[config.mk]
export PLATFORM = sky130hd
export DESIGN_NAME = fetch_unit
export DESIGN_NICKNAME = d
export VERILOG_FILES = /design/src/rtl/fetch_unit_pkg.sv /design/src/rtl/fetch_queue.sv /design/src/rtl/fetch_unit.sv
export SDC_FILE = /design/constraint.sdc
export NUM_CORES = 1
export LEC_CHECK = 0
export BUFFER_PORTS_ARGS = -buffer_cell sky130_fd_sc_hd__buf_4
export CORE_MARGIN = 4
export CORE_UTILIZATION = 60
export DETAILED_ROUTE_END_ITERATION = 12
export PLACE_DENSITY = 0.9
export SETUP_SLACK_MARGIN = 0.4
export SKIP_LAST_GASP = 1
export SLEW_MARGIN = 0
export SYNTH_ARGS = -nofsm -noshare
export SYNTH_HDL_FRONTEND = slang
export SYNTH_SLANG_ARGS = --single-unit
[constraint.sdc]
create_clock -name clk -period 9 [get_ports clk]
set_clock_uncertainty 0.2 [all_clocks]
set_input_delay 0.9 -clock clk [delete_from_list [all_inputs] [get_ports clk]]
set_output_delay 0.9 -clock clk [all_outputs]
set_load 0.005 [all_outputs]
[src/rtl/fetch_unit_pkg.sv]
// Shared types and constants for the instruction fetch stage.
// Ports: none (package).
// Provides WORD width, fetch FSM state encoding, NOP filler and PC step.
package fetch_unit_pkg;

  localparam int WORD = 32;

  typedef enum logic [1:0] {
    FETCH_RUN    = 2'd0,
    FETCH_DRAIN  = 2'd1,
    FETCH_HALTED = 2'd2
  } fetch_state_t;

  // addi x0, x0, 0: harmless filler presented to decode when nothing is valid
  localparam logic [WORD-1:0] NOP        = 32'h0000_0013;
  localparam logic [WORD-1:0] PC_STEP    = 32'd4;
  localparam logic [WORD-1:0] ALIGN_MASK = 32'hFFFF_FFFC;

endpackage

[src/rtl/fetch_queue.sv]
// Small FIFO holding {pc, instruction} pairs between instruction memory and decode.
// Latency: a word pushed at edge N is visible on head after that edge (no bypass).
// Backpressure: none internally; the caller's credit scheme keeps pushes within DEPTH.
// Ports: clk, rst_n (sync, active-low), flush (sync clear), push/din, pop, head, count.
module fetch_queue
  import fetch_unit_pkg::*;
#(
  parameter int DEPTH = 2,
  parameter int WIDTH = 2 * WORD
) (
  input  logic                     clk,
  input  logic                     rst_n,
  input  logic                     flush,
  input  logic                     push,
  input  logic [WIDTH-1:0]         din,
  input  logic                     pop,
  output logic [WIDTH-1:0]         head,
  output logic [$clog2(DEPTH):0]   count
);

  localparam int AW = $clog2(DEPTH);
  localparam logic [AW:0] PTR_ONE = 1;

  logic [WIDTH-1:0] mem [DEPTH];
  logic [AW:0]      wr_ptr;
  logic [AW:0]      rd_ptr;

  // Pointers carry one extra bit so full and empty are distinguishable.
  always_ff @(posedge clk) begin
    if (!rst_n || flush) begin
      wr_ptr <= '0;
      rd_ptr <= '0;
    end else begin
      if (push) wr_ptr <= wr_ptr + PTR_ONE;
      if (pop)  rd_ptr <= rd_ptr + PTR_ONE;
    end
  end

  always_ff @(posedge clk) begin
    if (push && !flush) mem[wr_ptr[AW-1:0]] <= din;
  end

  assign head  = mem[rd_ptr[AW-1:0]];
  assign count = wr_ptr - rd_ptr;

endmodule

[src/rtl/fetch_unit.sv]
// Instruction fetch: owns the PC, issues in-order imem reads, buffers words for decode.
// Latency: request at N, response at N+L, instruction valid to decode at N+L+1.
// Backpressure: requests gated by credits (outstanding + discarded + buffered < QUEUE_DEPTH).
// Ports: clk/rst_n; imem_req_* request channel; imem_resp_* response (no backpressure);
//        instr_* decode channel; redirect/redirect_pc from branch resolution;
//        halt from decode, halted once fully drained.
module fetch_unit
  import fetch_unit_pkg::*;
#(
  parameter logic [WORD-1:0] RESET_PC    = 32'h0000_0000,
  parameter int              QUEUE_DEPTH = 2
) (
  input  logic            clk,
  input  logic            rst_n,
  output logic            imem_req_valid,
  input  logic            imem_req_ready,
  output logic [WORD-1:0] imem_req_addr,
  input  logic            imem_resp_valid,
  input  logic [WORD-1:0] imem_resp_data,
  output logic            instr_valid,
  input  logic            instr_ready,
  output logic [WORD-1:0] instr,
  output logic [WORD-1:0] instr_pc,
  input  logic            redirect,
  input  logic [WORD-1:0] redirect_pc,
  input  logic            halt,
  output logic            halted
);

  localparam int CW = $clog2(QUEUE_DEPTH) + 1;
  localparam logic [CW-1:0] CREDITS = CW'(QUEUE_DEPTH);

  fetch_state_t    state;
  logic [WORD-1:0] fetch_pc;
  logic [WORD-1:0] resp_pc;      // pc of the next response that will be kept
  logic [CW-1:0]   outstanding;  // requests whose words will be kept
  logic [CW-1:0]   discard;      // requests whose words will be dropped
  logic [CW-1:0]   occupancy;
  logic [CW-1:0]   in_use;
  logic [CW-1:0]   in_flight_nxt;

  logic run;
  logic flush;
  logic req_fire;
  logic pop;
  logic resp_drop;
  logic resp_take;
  logic push;
  logic [WORD-1:0]   target_pc;
  logic [2*WORD-1:0] q_din;
  logic [2*WORD-1:0] q_head;

  assign run         = (state == FETCH_RUN);
  assign instr_valid = run && (occupancy != '0);
  assign pop         = instr_valid && instr_ready;

  // A head leaving this cycle frees its slot before the word a new request
  // brings back can land, which is what sustains one instruction per cycle.
  assign in_use         = outstanding + discard + occupancy - CW'(pop);
  // Gated by rst_n so no request escapes while reset is held.
  assign imem_req_valid = rst_n && run && (in_use < CREDITS);
  assign imem_req_addr  = fetch_pc;
  assign req_fire       = imem_req_valid && imem_req_ready;

  // Older in-flight words belong to the discard pool; it drains first.
  assign resp_drop = imem_resp_valid && (discard != '0);
  assign resp_take = imem_resp_valid && (discard == '0);
  assign flush     = run && (redirect || halt);
  assign push      = run && !flush && resp_take;

  // Everything still in flight after this edge moves into the discard pool.
  assign in_flight_nxt = discard + outstanding + CW'(req_fire) - CW'(imem_resp_valid);
  assign target_pc     = redirect_pc & ALIGN_MASK;

  assign q_din = {resp_pc, imem_resp_data};

  fetch_queue #(
    .DEPTH (QUEUE_DEPTH),
    .WIDTH (2 * WORD)
  ) u_queue (
    .clk   (clk),
    .rst_n (rst_n),
    .flush (flush),
    .push  (push),
    .din   (q_din),
    .pop   (pop),
    .head  (q_head),
    .count (occupancy)
  );

  assign instr    = instr_valid ? q_head[WORD-1:0] : NOP;
  assign instr_pc = instr_valid ? q_head[2*WORD-1:WORD] : '0;
  assign halted   = (state == FETCH_HALTED);

  always_ff @(posedge clk) begin
    if (!rst_n) begin
      state       <= FETCH_RUN;
      fetch_pc    <= RESET_PC;
      resp_pc     <= RESET_PC;
      outstanding <= '0;
      discard     <= '0;
    end else begin
      case (state)
        FETCH_RUN: begin
          // Redirect wins over halt: an ECALL alongside a redirect is wrong-path.
          if (redirect) begin
            fetch_pc    <= target_pc;
            resp_pc     <= target_pc;
            outstanding <= '0;
            discard     <= in_flight_nxt;
          end else if (halt) begin
            state       <= FETCH_DRAIN;
            outstanding <= '0;
            discard     <= in_flight_nxt;
          end else begin
            if (req_fire) fetch_pc <= fetch_pc + PC_STEP;
            if (push)     resp_pc  <= resp_pc + PC_STEP;
            outstanding <= outstanding + CW'(req_fire) - CW'(resp_take);
            discard     <= discard - CW'(resp_drop);
          end
        end
        FETCH_DRAIN: begin
          discard <= discard - CW'(resp_drop);
          // Leave as soon as the last stale word is being absorbed.
          if (discard == CW'(resp_drop)) state <= FETCH_HALTED;
        end
        FETCH_HALTED: begin
        end
        default: state <= FETCH_RUN;
      endcase
    end
  end

endmodule

## Word level (Yosys, flattened, before mapping)

Memories as Yosys holds them, arrays and structs flattened. A register that Yosys moved wholly into a read port is not among the register bits.
Cells that the tools add are included.

- Output and inout port bits: 99
- Memories: 1
- Register bits: 74
- Bits of input ports: 71
- Memory bits (writable): 128
- Logic and storage cells: 76

Memory list:

| memory | words | width | rd ports | clocked after memory_dff | wr ports | RTL line | text |
|---|---|---|---|---|---|---|---|
| u_queue.mem | 2 | 64 | 1 | 1 | 1 | fetch_queue.sv:24 | `logic [WIDTH-1:0] mem [DEPTH];` |

- Equal/unequal tests: 7
- Bitwise logic cells: 1
- Mux-type cells: 21
- $lt $le $gt $ge: 1
- Reduce and logical (&&, ||, !) cells: 25
- $add $sub $neg: 13

Operators with widths:

| cell | number |
|---|---|
| $mux 32 | 8 |
| $add 32x3->32 const B | 2 |
| $mux 2 | 7 |
| $logic_and 1x1->1 | 11 |
| $reduce_bool 2->1 | 5 |
| $ne 2x2->1 const B | 4 |
| $sub 2x1->2 | 4 |
| $pmux 2 s3 | 1 |
| $reduce_and 3->1 | 2 |
| $add 2x1->2 | 2 |
| $add 2x1->2 const B | 2 |
| $add 2x2->2 | 2 |
| $logic_not 2->1 | 2 |
| $mux 1 | 4 |
| $pmux 2 s2 | 1 |
| $reduce_and 4->1 | 1 |
| $eq 2x1->1 | 1 |
| $eq 2x1->1 const B | 1 |
| $eq 2x2->1 const B | 1 |
| $logic_not 1->1 | 2 |
| $logic_or 1x1->1 | 2 |
| $lt 2x2->1 const B | 1 |
| $sub 2x2->2 | 1 |
| $not 1->1 | 1 |

## Depth between registers and ports, before layout

Gate-level depths: netlist of run 1.

- Word-level depth: 13
- Depth in mapped cells: 19
- Mapped depth without buffers: 19

## Modules after synthesis

A second synthesis of run 1 with hierarchy kept.

- Cell total of the unflattened synthesis: 853
- Area, all modules: 9860.7 um^2

Modules (own cells, without submodules):

| module | cells each | seq. area each (um^2) | instances | area each (um^2) |
|---|---|---|---|---|
| fetch_queue | 223 | 3943.8 | 1 | 5153.7 |
| fetch_unit | 630 | 1321.3 | 1 | 4707.0 |

## Least setup slack after synthesis of run 1

OpenSTA, ideal clock, no wires.

- Path kind: in2reg
- From: input port redirect
- To: memory u_queue.mem[1][0] in the netlist's numbering, enable pin
- Data required time: 8.315 ns
- Cell stages on the path: 4
- Buffers on the path: 1
- Setup slack: 4.059 ns
- Setup time: 0.485 ns
- Data arrival time: 4.256 ns
- Path through: clkbuf_1 -> nor2_1 -> nand3_1 -> nor2_1

- Longest elaborated chain between the ends: 8

Ends and longest elaborated chain:

| element | RTL line | text |
|---|---|---|
| start, declared | fetch_unit.sv:24 | `input logic redirect,` |
| $logic_or 1x1->1 (*) | fetch_unit.sv:68 | `assign flush = run && (redirect \|\| halt);` |
| $logic_and 1x1->1 (*) | fetch_unit.sv:68 |  |
| $logic_not 1->1 (*) | fetch_queue.sv:40, fetch_unit.sv:69 |  |
| $logic_and 1x1->1 (2 in a row) | fetch_unit.sv:69 | `assign push = run && !flush && resp_take;` |
| $logic_and 1x1->1 (*) | fetch_queue.sv:40 | `if (push && !flush) mem[wr_ptr[AW-1:0]] <= din;` |
| $mux 1 (*) | fetch_queue.sv:40 |  |
| $mux 1 (not written as such) (*) | fetch_queue.sv:40 |  |
| end, declared | fetch_queue.sv:24 |  |

Every way passes the cells marked *; elsewhere a longest branch is shown, timed or not.

## Worst setup path after layout of run 1

- From: register u_queue.wr_ptr[0]
- To: output port imem_req_valid

- Longest elaborated chain between the ends: 7
- Elaborated cells on any way between the ends: 8
- Those cells by class: 3 x add/sub; 1 x order compare; 4 x reduce/logical

Ends and longest elaborated chain:

| element | RTL line | text |
|---|---|---|
| start, declared | fetch_queue.sv:25 | `logic [AW:0] wr_ptr;` |
| start signal, assigned | fetch_queue.sv:34 | `if (push) wr_ptr <= wr_ptr + PTR_ONE;` |
| $sub 2x2->2 | fetch_queue.sv:44 | `assign count = wr_ptr - rd_ptr;` |
| $reduce_bool 2->1 | fetch_unit.sv:54 | `assign instr_valid = run && (occupancy != '0);` |
| $logic_and 1x1->1 | fetch_unit.sv:54 |  |
| $logic_and 1x1->1 | fetch_unit.sv:55 | `assign pop = instr_valid && instr_ready;` |
| net pop | fetch_unit.sv:45 | `logic pop;` |
| $sub 2x1->2 | fetch_unit.sv:59 | `assign in_use = outstanding + discard + occupancy - CW'(pop);` |
| $lt 2x2->1 | fetch_unit.sv:61 | `assign imem_req_valid = rst_n && run && (in_use < CREDITS);` |
| $logic_and 1x1->1 | fetch_unit.sv:61 |  |
| end, declared | fetch_unit.sv:15 | `output logic imem_req_valid,` |

The timed path passes the listed nets, and every way through them passes these cells.

==> results of run 1 <==
placed cells by master, fill, tap and decap left out, types with 4 or more instances in the layout:
| cell type | n |
|---|---|
| o32ai_1 | 5 |
| nand3_1 | 25 |
| ha_1 | 10 |
| o21ai_0 | 22 |
| a211oi_1 | 5 |
| mux2i_1 | 64 |
| inv_1 | 20 |
| nor3_1 | 17 |
| and4_1 | 4 |
| conb_1 | 4 |
| clkinv_1 | 4 |
| a21oi_1 | 56 |
| or3_1 | 4 |
| o31ai_1 | 11 |
| nor4_1 | 8 |
| clkbuf_16 | 17 |
| a41oi_1 | 5 |
| o221a_2 | 25 |
| and3_1 | 16 |
| and2_1 | 5 |
| nor2_1 | 115 |
| nand2b_1 | 4 |
| dfxtp_1 | 70 |
| a31oi_1 | 17 |
| a32oi_1 | 5 |
| buf_4 | 170 |
| nand4_1 | 16 |
| a2bb2oi_1 | 4 |
| o22ai_1 | 9 |
| a22oi_1 | 16 |
| xnor2_1 | 7 |
| nand2_1 | 51 |
| a221oi_1 | 4 |
| edfxtp_1 | 124 |
stage by stage:
| stage | hold slack [ps] | instances | total power, mW | util |
|---|---|---|---|---|
| after floorplan | 224 | 867 | 1.33 | - |
| after global placement | 256 | 1159 | 1.45 | 0.696 |
| after detailed placement | 272 | 1159 | 1.46 | 0.696 |
| after CTS | 290 | 1191 | 2.17 | 0.732 |
| after global routing | 307 | 1191 | 2.26 | 0.732 |
| final | 291 | 1191 | 2.17 | 0.732 |
worst paths after layout:
| check | startpoint | end | slack (ps) |
|---|---|---|---|
| worst min-delay path | resp_pc[8] | u_queue.mem[0][40] | 290 |
| worst min register to register | resp_pc[8] | u_queue.mem[0][40] | 290 |
| worst max register to register | u_queue.wr_ptr[0] | outstanding[1] | 4340 |
| worst max-delay path | u_queue.wr_ptr[0] | imem_req_valid | 4060 |
per-layer routing:
metal  vias to the layer above  wire length [µm]  share of wire  global-route usage
met2                       456             10500           0.46               0.389
met5                         -                 0              0                   0
met3                        56              2560           0.11              0.0745
met4                         0               412          0.018              0.0803
li1                       3541                 -              -                   -
met1                      3602              9610           0.42               0.361
kinds of logic after synthesis:
logic type                 after synthesis  share of synthesized area
muxes                                   67                     0.0741
other                                    1                   0.000403
AOI/OAI and AO/OA                      209                      0.161
and+or+nand+nor                        284                      0.146
xor gates and xnor gates                12                     0.0145
adders and majority gates               10                     0.0134
DFF                                    195                      0.553
buffers and inverters                   86                     0.0377
state kept, by name (all words and copies together), names as in the netlist, named ones only:
name            cells
u_queue.wr_ptr      2
u_queue.rd_ptr      2
resp_pc            30
state               2
imem_req_addr      30
u_queue.mem       124
outstanding         2
discard             2
area by class of cell:
type / count / area share
inverter: 20 / 0.00675
tap: 188 / 0.0211
sequential: 195 / 0.463
clock inverter: 14 / 0.0112
multi-input combinational: 586 / 0.345
clock buffer: 18 / 0.0386
timing repair buffer: 170 / 0.115
power by group:
part	total [mW]	switching, mW	leakage, nW	internal [mW]
sequential	1.09	0.0701	1.72	1.02
clock	0.719	0.334	0.267	0.385
combinational	0.359	0.200	2.03	0.159
==> run metrics, run 1 <==
peak supply drop 154 µV; clock root buffer clkbuf_16; number of nets in the layout 1071; CTS hold repair buffers 0; delay of the slowest critical-path stage 490 ps; sinks on the clock net 195; Max-slew headroom 0.242; Cell Area, Placed ~11000 µm²; final-layout setup total negative slack 0 ps; required time reported for the critical path endpoint 7900 ps; clock-pin slew on the worst setup and hold paths ~70 ps; biggest area consumer among synthesized cells edfxtp_1; estimated wirelength of the detail-placed design between 10 and 15 mm; flop and latch count out of synthesis 195; instance count of the mapped netlist 864; shortest clock period the worst path allows after layout 4940 ps; count of cells along the worst register-to-register path 20; worst-margin pin slew roughly 1100 ps; weighted congestion reported at the end of routability-driven placement roughly 0.9; depth of the CTS H-tree 4; part of the cycle the worst path needs 0.548; GR Util All Layers 0.257; Num CTS Buffers 17; Overflow after GRT 0; Post-synth EDFFs 124; per-instance average area after synthesis 10.8 µm²; Syn Std Cell Area between 9000 and 10000 µm²; Post-CTS Setup Inserts 0; starting utilization of the core area 0.612; CTS-repair resized insts 0; full die area 17600 µm²; path category of the worst min-delay check reg2reg; CP max FO 60; worst path cell trace inv_1 > ha_1 > nand2_1 > nand2_2 > buf_4 > inv_1 > and2_1 > ha_1 > nor2_1 > xnor3_2 > xnor2_1 > nor3_1 > buf_4; fraction of layout instances using a drive strength above 1 0.240; die span in x 133 µm; crit path launch type register; combined flip-flop and latch cell area 5150 µm²; areal power density over the cells 195 nW/µm²; final wirelength 23.1 mm; vias 7655; register area share after synthesis 0.553; Die Ht 133 µm; average vias per placed instance roughly 6.4; count of pins over their slew limit 0; status finished clean; cell family contributing the most delay on the critical path buffers and inverters; number of distinct library cells after synthesis 67; Levels on crit path 13; number of detailed-route iterations in the first pass 5; # DRC 0; YS warnings 0; Port-buffer cells approximately 160; top cell types by occurrence after synthesis edfxtp_1, nor2_1, dfxtp_1; worst-case clock buffer depth 2; worst setup margin 4060 ps; setup violators final 0; most common cell in the synthesized netlist edfxtp_1; endpoint arrival time on the critical path 3840 ps; Lkg Pwr roughly 4.0 nW; fill count between 1k and 1.5k; post-synth top area share 0.400; number of antenna violations at the first check in global routing 0; pin count of the biggest net entering global routing 99; core area 15200 µm²; violation count after the first detailed-routing iteration 821; Detail Route Antenna Nets 0; post-placement setup slack 4310 ps; Worst Path Class, Setup reg2out; slowest cell on the critical path buf_4; cell count of the worst hold path 0; critical path capture point type primary output; Clk Latency, worst-skew pair between 400 and 500 ps; post-synthesis async set-or-reset flop share 0; maximum capacitance violations 0; final design instance area without fill around 11000 µm²; CTS tree built; vias in the first global route 7203; setup repair after global routing missed its margin no; flip-flop cell with the highest count after synthesis edfxtp_1; number of diodes 0; synthesis-to-layout area growth 19.6%; average wire per cell in the routed design between 15 and 20 µm; Synth area leaders edfxtp_1, dfxtp_1, mux2i_1; total buffers and inverters traversed by the critical path 4; wire length of the first global-routing pass 36.7 mm; number of top-level pins 170; endpoints failing hold 0; FMAX 203 MHz; row count 45; footprint of the multi-input gates 3840 µm²
(Power assumes the default switching activity.)
==> run 2, diff against run 1 <==
Settings changed: CORE_UTILIZATION 60 to 51, PLACE_DENSITY 0.9 to 0.82.
Clock period 9 ns to 4 ns, I/O delays scaled along.
==> run metrics, run 2 (synthesis gave the netlist of run 1 again) <==
number of flip-flops in the largest register 124 (unchanged); clock root buffer clkbuf_16; endpoints failing hold 0 (unchanged); core area 18000 µm² (+18%); areal power density over the cells 425 nW/µm² (+120%); critical path capture point type register; Overflow after GRT 0 (unchanged); hold_ws 71.5 ps (-220 ps); worst-case clock buffer depth 2 (unchanged); Port-buffer cells 163 (unchanged); endpoint arrival time on the critical path 3660 ps (-180 ps); shortest clock period the worst path allows after layout 3490 ps; number of detailed-route iterations in the first pass 5 (unchanged); # DRC 0 (unchanged); depth of the CTS H-tree 4 (unchanged); CP max FO 3 (-95%); CTS tree built; Num CTS Buffers 17 (unchanged); weighted congestion reported at the end of routability-driven placement 0.845 (-3.4%); fraction of layout instances using a drive strength above 1 0.256 (+0.0162); number of antenna violations at the first check in global routing 0 (unchanged); Detail Route Antenna Nets 0 (unchanged); average wire per cell in the routed design 19.2 µm (-1.3%); Clk Latency, worst-skew pair 430 ps (about the same); post-placement setup slack 285 ps (-4030 ps); vias in the first global route 7241 (+0.53%); final-layout setup total negative slack 0 ps (unchanged); number of diodes 0 (unchanged); maximum capacitance violations 0 (unchanged); final wirelength 24.4 mm (+5.6%); Max-slew headroom 0.264 (+0.0223); Cell Area, Placed 10700 µm² (+1.2%); pin count of the biggest net entering global routing 68 (-31%); estimated wirelength of the detail-placed design 15.4 mm (+3.4%); die span in x 143 µm (+8.0%); violation count after the first detailed-routing iteration 818 (-0.37%); vias 7760 (+1.4%); row count 49 (+8.9%); delay of the slowest critical-path stage 410 ps (-80 ps); FMAX 286 MHz; count of pins over their slew limit 0 (unchanged); wire length of the first global-routing pass 38.0 mm (+3.6%); GR Util All Layers 0.233 (-0.0241); average vias per placed instance 6.09 (-5.2%); worst path cell trace inv_4 > ha_4 > nand2_2 > nand2_2 > inv_1 > and2_4 > ha_4 > xor2_2 > xnor3_2 > xnor2_2 > nor3_2 > buf_4 > and2_1 > ha_2 > xnor2_2 > xnor2_1 > o32a_1 > a21oi_1; clock-pin slew on the worst setup and hold paths 70 ps (about the same); worst-margin pin slew 1090 ps (-40.6 ps); commonest non-fill, non-tap cell in the layout buf_4; Die Ht 143 µm (+8.0%); setup repair after global routing missed its margin no; Worst Path Class, Setup reg2reg; setup violators final 0 (unchanged); path category of the worst min-delay check in2reg; full die area 20500 µm² (+17%); top library cells by usage in the layout, fill and taps aside buf_4, edfxtp_1, nor2_1, dfxtp_1, mux2i_1; Lkg Pwr 4.21 nW (+4.8%); number of nets in the layout 1113 (+3.9%); sinks on the clock net 195 (unchanged); crit path launch type register; peak supply drop 267 µV (+74%); synthesis-to-layout area growth 25.5%; number of top-level pins 170 (unchanged); slowest cell on the critical path xnor3_2; status finished clean; required time reported for the critical path endpoint 4170 ps (-3730 ps); worst setup margin 509 ps (-3560 ps); Design Power 4.97 mW (+130%); part of the cycle the worst path needs 0.873; starting utilization of the core area 0.518 (-0.0941); final design instance area without fill 11700 µm² (+4.9%)
run 2: repair_timing:
action / CTS / global route
setup endpoints to repair: 2 / 4
buffers inserted: 3 / 1
hold buffers: 32 / 0
pin swaps: 3 / 12
gates resized for setup: 5 / 11
endpoints found under the hold margin: 64 / 0
run 2: critical path: cells and delay by family, from the launching register on:
family | cells | cell delay [ps]
AO/OA/AOI/OAI | 2 | 460
XOR/XNOR | 5 | 1060
AND/OR/NAND/NOR | 5 | 490
adder cells (fa/ha/maj) | 3 | 610
flip-flops | 1 | 360
buffers and inverters | 3 | 240
run 2: metrics by stage:
| stage | util | cells |
|---|---|---|
| floorplan | - | 867 |
| detailed placement | 0.596 | 1206 |
| global route | 0.650 | 1274 |
| finish | 0.650 | 1274 |
| CTS | 0.647 | 1273 |
| global placement | 0.596 | 1206 |
run 2: power by group:
| part | leakage [nW] | internal, mW | switching [mW] |
|---|---|---|---|
| Sequential | 1.72 | 2.30 | 0.159 |
| Clock | 0.259 | 0.814 | 0.798 |
| Combinational | 2.23 | 0.417 | 0.482 |
| Total | 4.21 | 3.53 | 1.44 |
run 2: cell type report:
cell class                      instances  area (µm²)
Tap cell                              229         287
Multi-Input combinational cell        586        3920
Clock buffer                           17         425
Timing Repair Buffer                  212        1700
Sequential cell                       195        5150
Fill cell                            1350        6290
Inverter                               20        77.6
Clock inverter                         15         123
run 2: path summary, 6_finish.rpt:
kind | start | to | slack (ps) | cells after the start
worst max-delay path | u_queue.wr_ptr[0] | discard[1] | 510 | 18
worst min-delay path | rst_n | imem_req_addr[2] | 70 | 2
worst max register to register | u_queue.wr_ptr[0] | discard[1] | 510 | 18
worst min register to register | outstanding[0] | outstanding[0] | 290 | 2
run 2: layer usage:
layer	vias up	share of wire	wire, µm	global-route usage
met5	-	0	0	0
met4	0	0.012	299	0.0555
met3	30	0.10	2560	0.0516
met2	394	0.46	11300	0.369
met1	3733	0.42	10200	0.329
li1	3603	-	-	-
==> run 3, diff against run 2 <==
Settings changed: CORE_MARGIN 4 to unset, CORE_UTILIZATION 51 to 30, PLACE_DENSITY 0.82 to 0.55.
==> run metrics, run 3 (synthesis gave the netlist of run 1 again) <==
commonest non-fill, non-tap cell in the layout buf_4; cell internal power dissipation 3.61 mW (+2.2%); shortest clock period the worst path allows after layout 3400 ps (-86.3 ps); setup violators final 0 (unchanged); worst path cell trace inv_4 > ha_4 > nand2_1 > nand2_2 > inv_4 > and2_4 > ha_4 > xor2_2 > xnor3_2 > xnor2_2 > nor3_2 > nand2_1 > ha_1 > inv_1 > ha_2 > xor2_2 > nor3_2 > o21ai_1 > a21oi_1; endpoint arrival time on the critical path 3500 ps (-160 ps); Net Switching 1.46 mW (+1.5%); Die Ht 178 µm (+24%); die span in x 178 µm (+24%); Port-buffer cells 163 (unchanged); clock-pin slew on the worst setup and hold paths 80 ps (about the same); Num CTS Buffers 17 (unchanged); synthesis-to-layout area growth 28.8%; vias 7590 (-2.2%); slowest cell on the critical path xnor3_2; violation count after the first detailed-routing iteration 468 (-43%); average vias per placed instance 5.24 (-14%); sinks on the clock net 195 (unchanged); FMAX 294 MHz (+2.5%); average wire per cell in the routed design 17.6 µm (-8.1%); wire length of the first global-routing pass 38.9 mm (+2.2%); hold_ws 79.1 ps (+7.61 ps); top library cells by usage in the layout, fill and taps aside buf_4, edfxtp_1, nor2_1, dfxtp_1, mux2i_1; GR Util All Layers 0.159 (-0.0736); areal power density over the cells 423 nW/µm² (-0.58%); logic gate share of total power 0.180 (about the same); full die area 31700 µm² (+55%); placed cell count 1379 (+14%); proportion of total power due to net switching 0.288 (-0.00150); Overflow after GRT 0 (unchanged); number of standard cells in the layout, taps in and fillers out 1449 (+14%); maximum capacitance violations 0 (unchanged); estimated wirelength of the detail-placed design 16.9 mm (+9.9%); clock root buffer clkbuf_16; crit path launch type register; peak supply drop 267 µV (-0.13%); worst-case clock buffer depth 2 (unchanged); CTS tree built; Clk Latency, worst-skew pair 430 ps (about the same); number of detailed-route iterations in the first pass 5 (unchanged); weighted congestion reported at the end of routability-driven placement 0.807 (-4.5%); number of antenna violations at the first check in global routing 0 (unchanged); final wirelength 25.5 mm (+4.5%); count of pins over their slew limit 0 (unchanged); Worst Path Class, Setup reg2reg; number of nets in the layout 1121 (+0.72%); fraction of layout instances using a drive strength above 1 0.263 (+0.00660); status finished clean; number of diodes 0 (unchanged); Detail Route Antenna Nets 0 (unchanged); Max-slew headroom 0.210 (-0.0543); starting utilization of the core area 0.305 (-0.213); Lkg Pwr 4.27 nW (+1.4%); share of total power in the clock network 0.336 (+0.012); worst-margin pin slew 1180 ps (+89.8 ps); share of total power in sequential cells 0.484 (-0.011); path category of the worst min-delay check in2reg; setup repair after global routing missed its margin no; final-layout setup total negative slack 0 ps (unchanged); core area 30500 µm² (+70%); critical path capture point type register; register-to-register path setup slack 600 ps (+90 ps); row count 64 (+31%); number of flip-flops in the largest register 124 (unchanged); part of the cycle the worst path needs 0.851 (-0.0216); delay of the slowest critical-path stage 400 ps (about the same); CP max FO 3 (unchanged); vias in the first global route 6898 (-4.7%); # DRC 0 (unchanged); pin count of the biggest net entering global routing 60 (-12%); endpoints failing hold 0 (unchanged); depth of the CTS H-tree 4 (unchanged); required time reported for the critical path endpoint 4100 ps (-70 ps); number of top-level pins 170 (unchanged)
==> run 3: cell types whose count changed in the layout (fill, tap and decap cells not counted), moves of 2 or more <==
cell / before / now
buf_4: 178 / 186
inv_6: 3 / 1
clkinv_1: 2 / 0
clkinvlp_4: 4 / 2
clkinv_4: 1 / 4
clkbuf_1: 0 / 2
==> run 3: metal layers <==
| layer | GRT usage | share of wire |
|---|---|---|
| met1 | 0.237 | 0.48 |
| met4 | 0.0392 | 0.0091 |
| met5 | 0 | 0 |
| met2 | 0.234 | 0.43 |
| met3 | 0.0313 | 0.072 |
==> run 3: metrics by stage <==
stage               setup slack, ps  area [µm²]  power (mW)   util
floorplan                       437        9330        2.99      -
global placement                246       11000        3.33  0.359
detailed placement              224       11000        3.35  0.359
CTS                             430       11900        5.09  0.390
global route                    383       12000        5.31  0.393
finish                          596       12000        5.07  0.393
==> run 3: timing repair <==
item | in CTS | in global routing
pin swaps | 3 | 12
setup endpoints to repair | 3 | 4
resized for setup | 7 | 11
setup buffers | 2 | 4
hold buffers | 32 | 0
endpoints found under the hold margin | 64 | 0
==> run 3: area by class of cell <==
cell class | instances | area, µm²
fillers | 3005 | 18500
flip-flops and latches | 195 | 5150
multi-input cells | 586 | 3920
repair buffers | 220 | 1760
well taps | 396 | 495
clock buffers | 19 | 433
clock inverters | 13 | 145
inverters | 20 | 80.1
==> run 3: worst max-delay path: cells and delay by family (launching register included) <==
| family | cells | cell delay, ps |
|---|---|---|
| flip-flops | 1 | 360 |
| AND/OR/NAND/NOR | 6 | 570 |
| buffers and inverters | 3 | 140 |
| XOR/XNOR | 4 | 900 |
| adder cells (fa/ha/maj) | 4 | 880 |
| AO/OA/AOI/OAI | 2 | 210 |
==> run 3: final timing paths <==
kind	startpoint	endpoint	cells past startpoint
setup / recovery	u_queue.wr_ptr[0]	outstanding[1]	19
hold / removal	rst_n	imem_req_addr[2]	2
setup reg to reg	u_queue.wr_ptr[0]	outstanding[1]	19
hold reg to reg	resp_pc[25]	u_queue.mem[1][57]	0
==> run 3: power groups by stage <==
stage	sequential [mW]	combinational, mW	clock, mW
floorplan	2.44	0.550	0
global placement	2.49	0.839	0
detailed placement	2.50	0.851	0
CTS	2.45	0.891	1.75
global route	2.48	1.01	1.82
finish	2.45	0.910	1.70
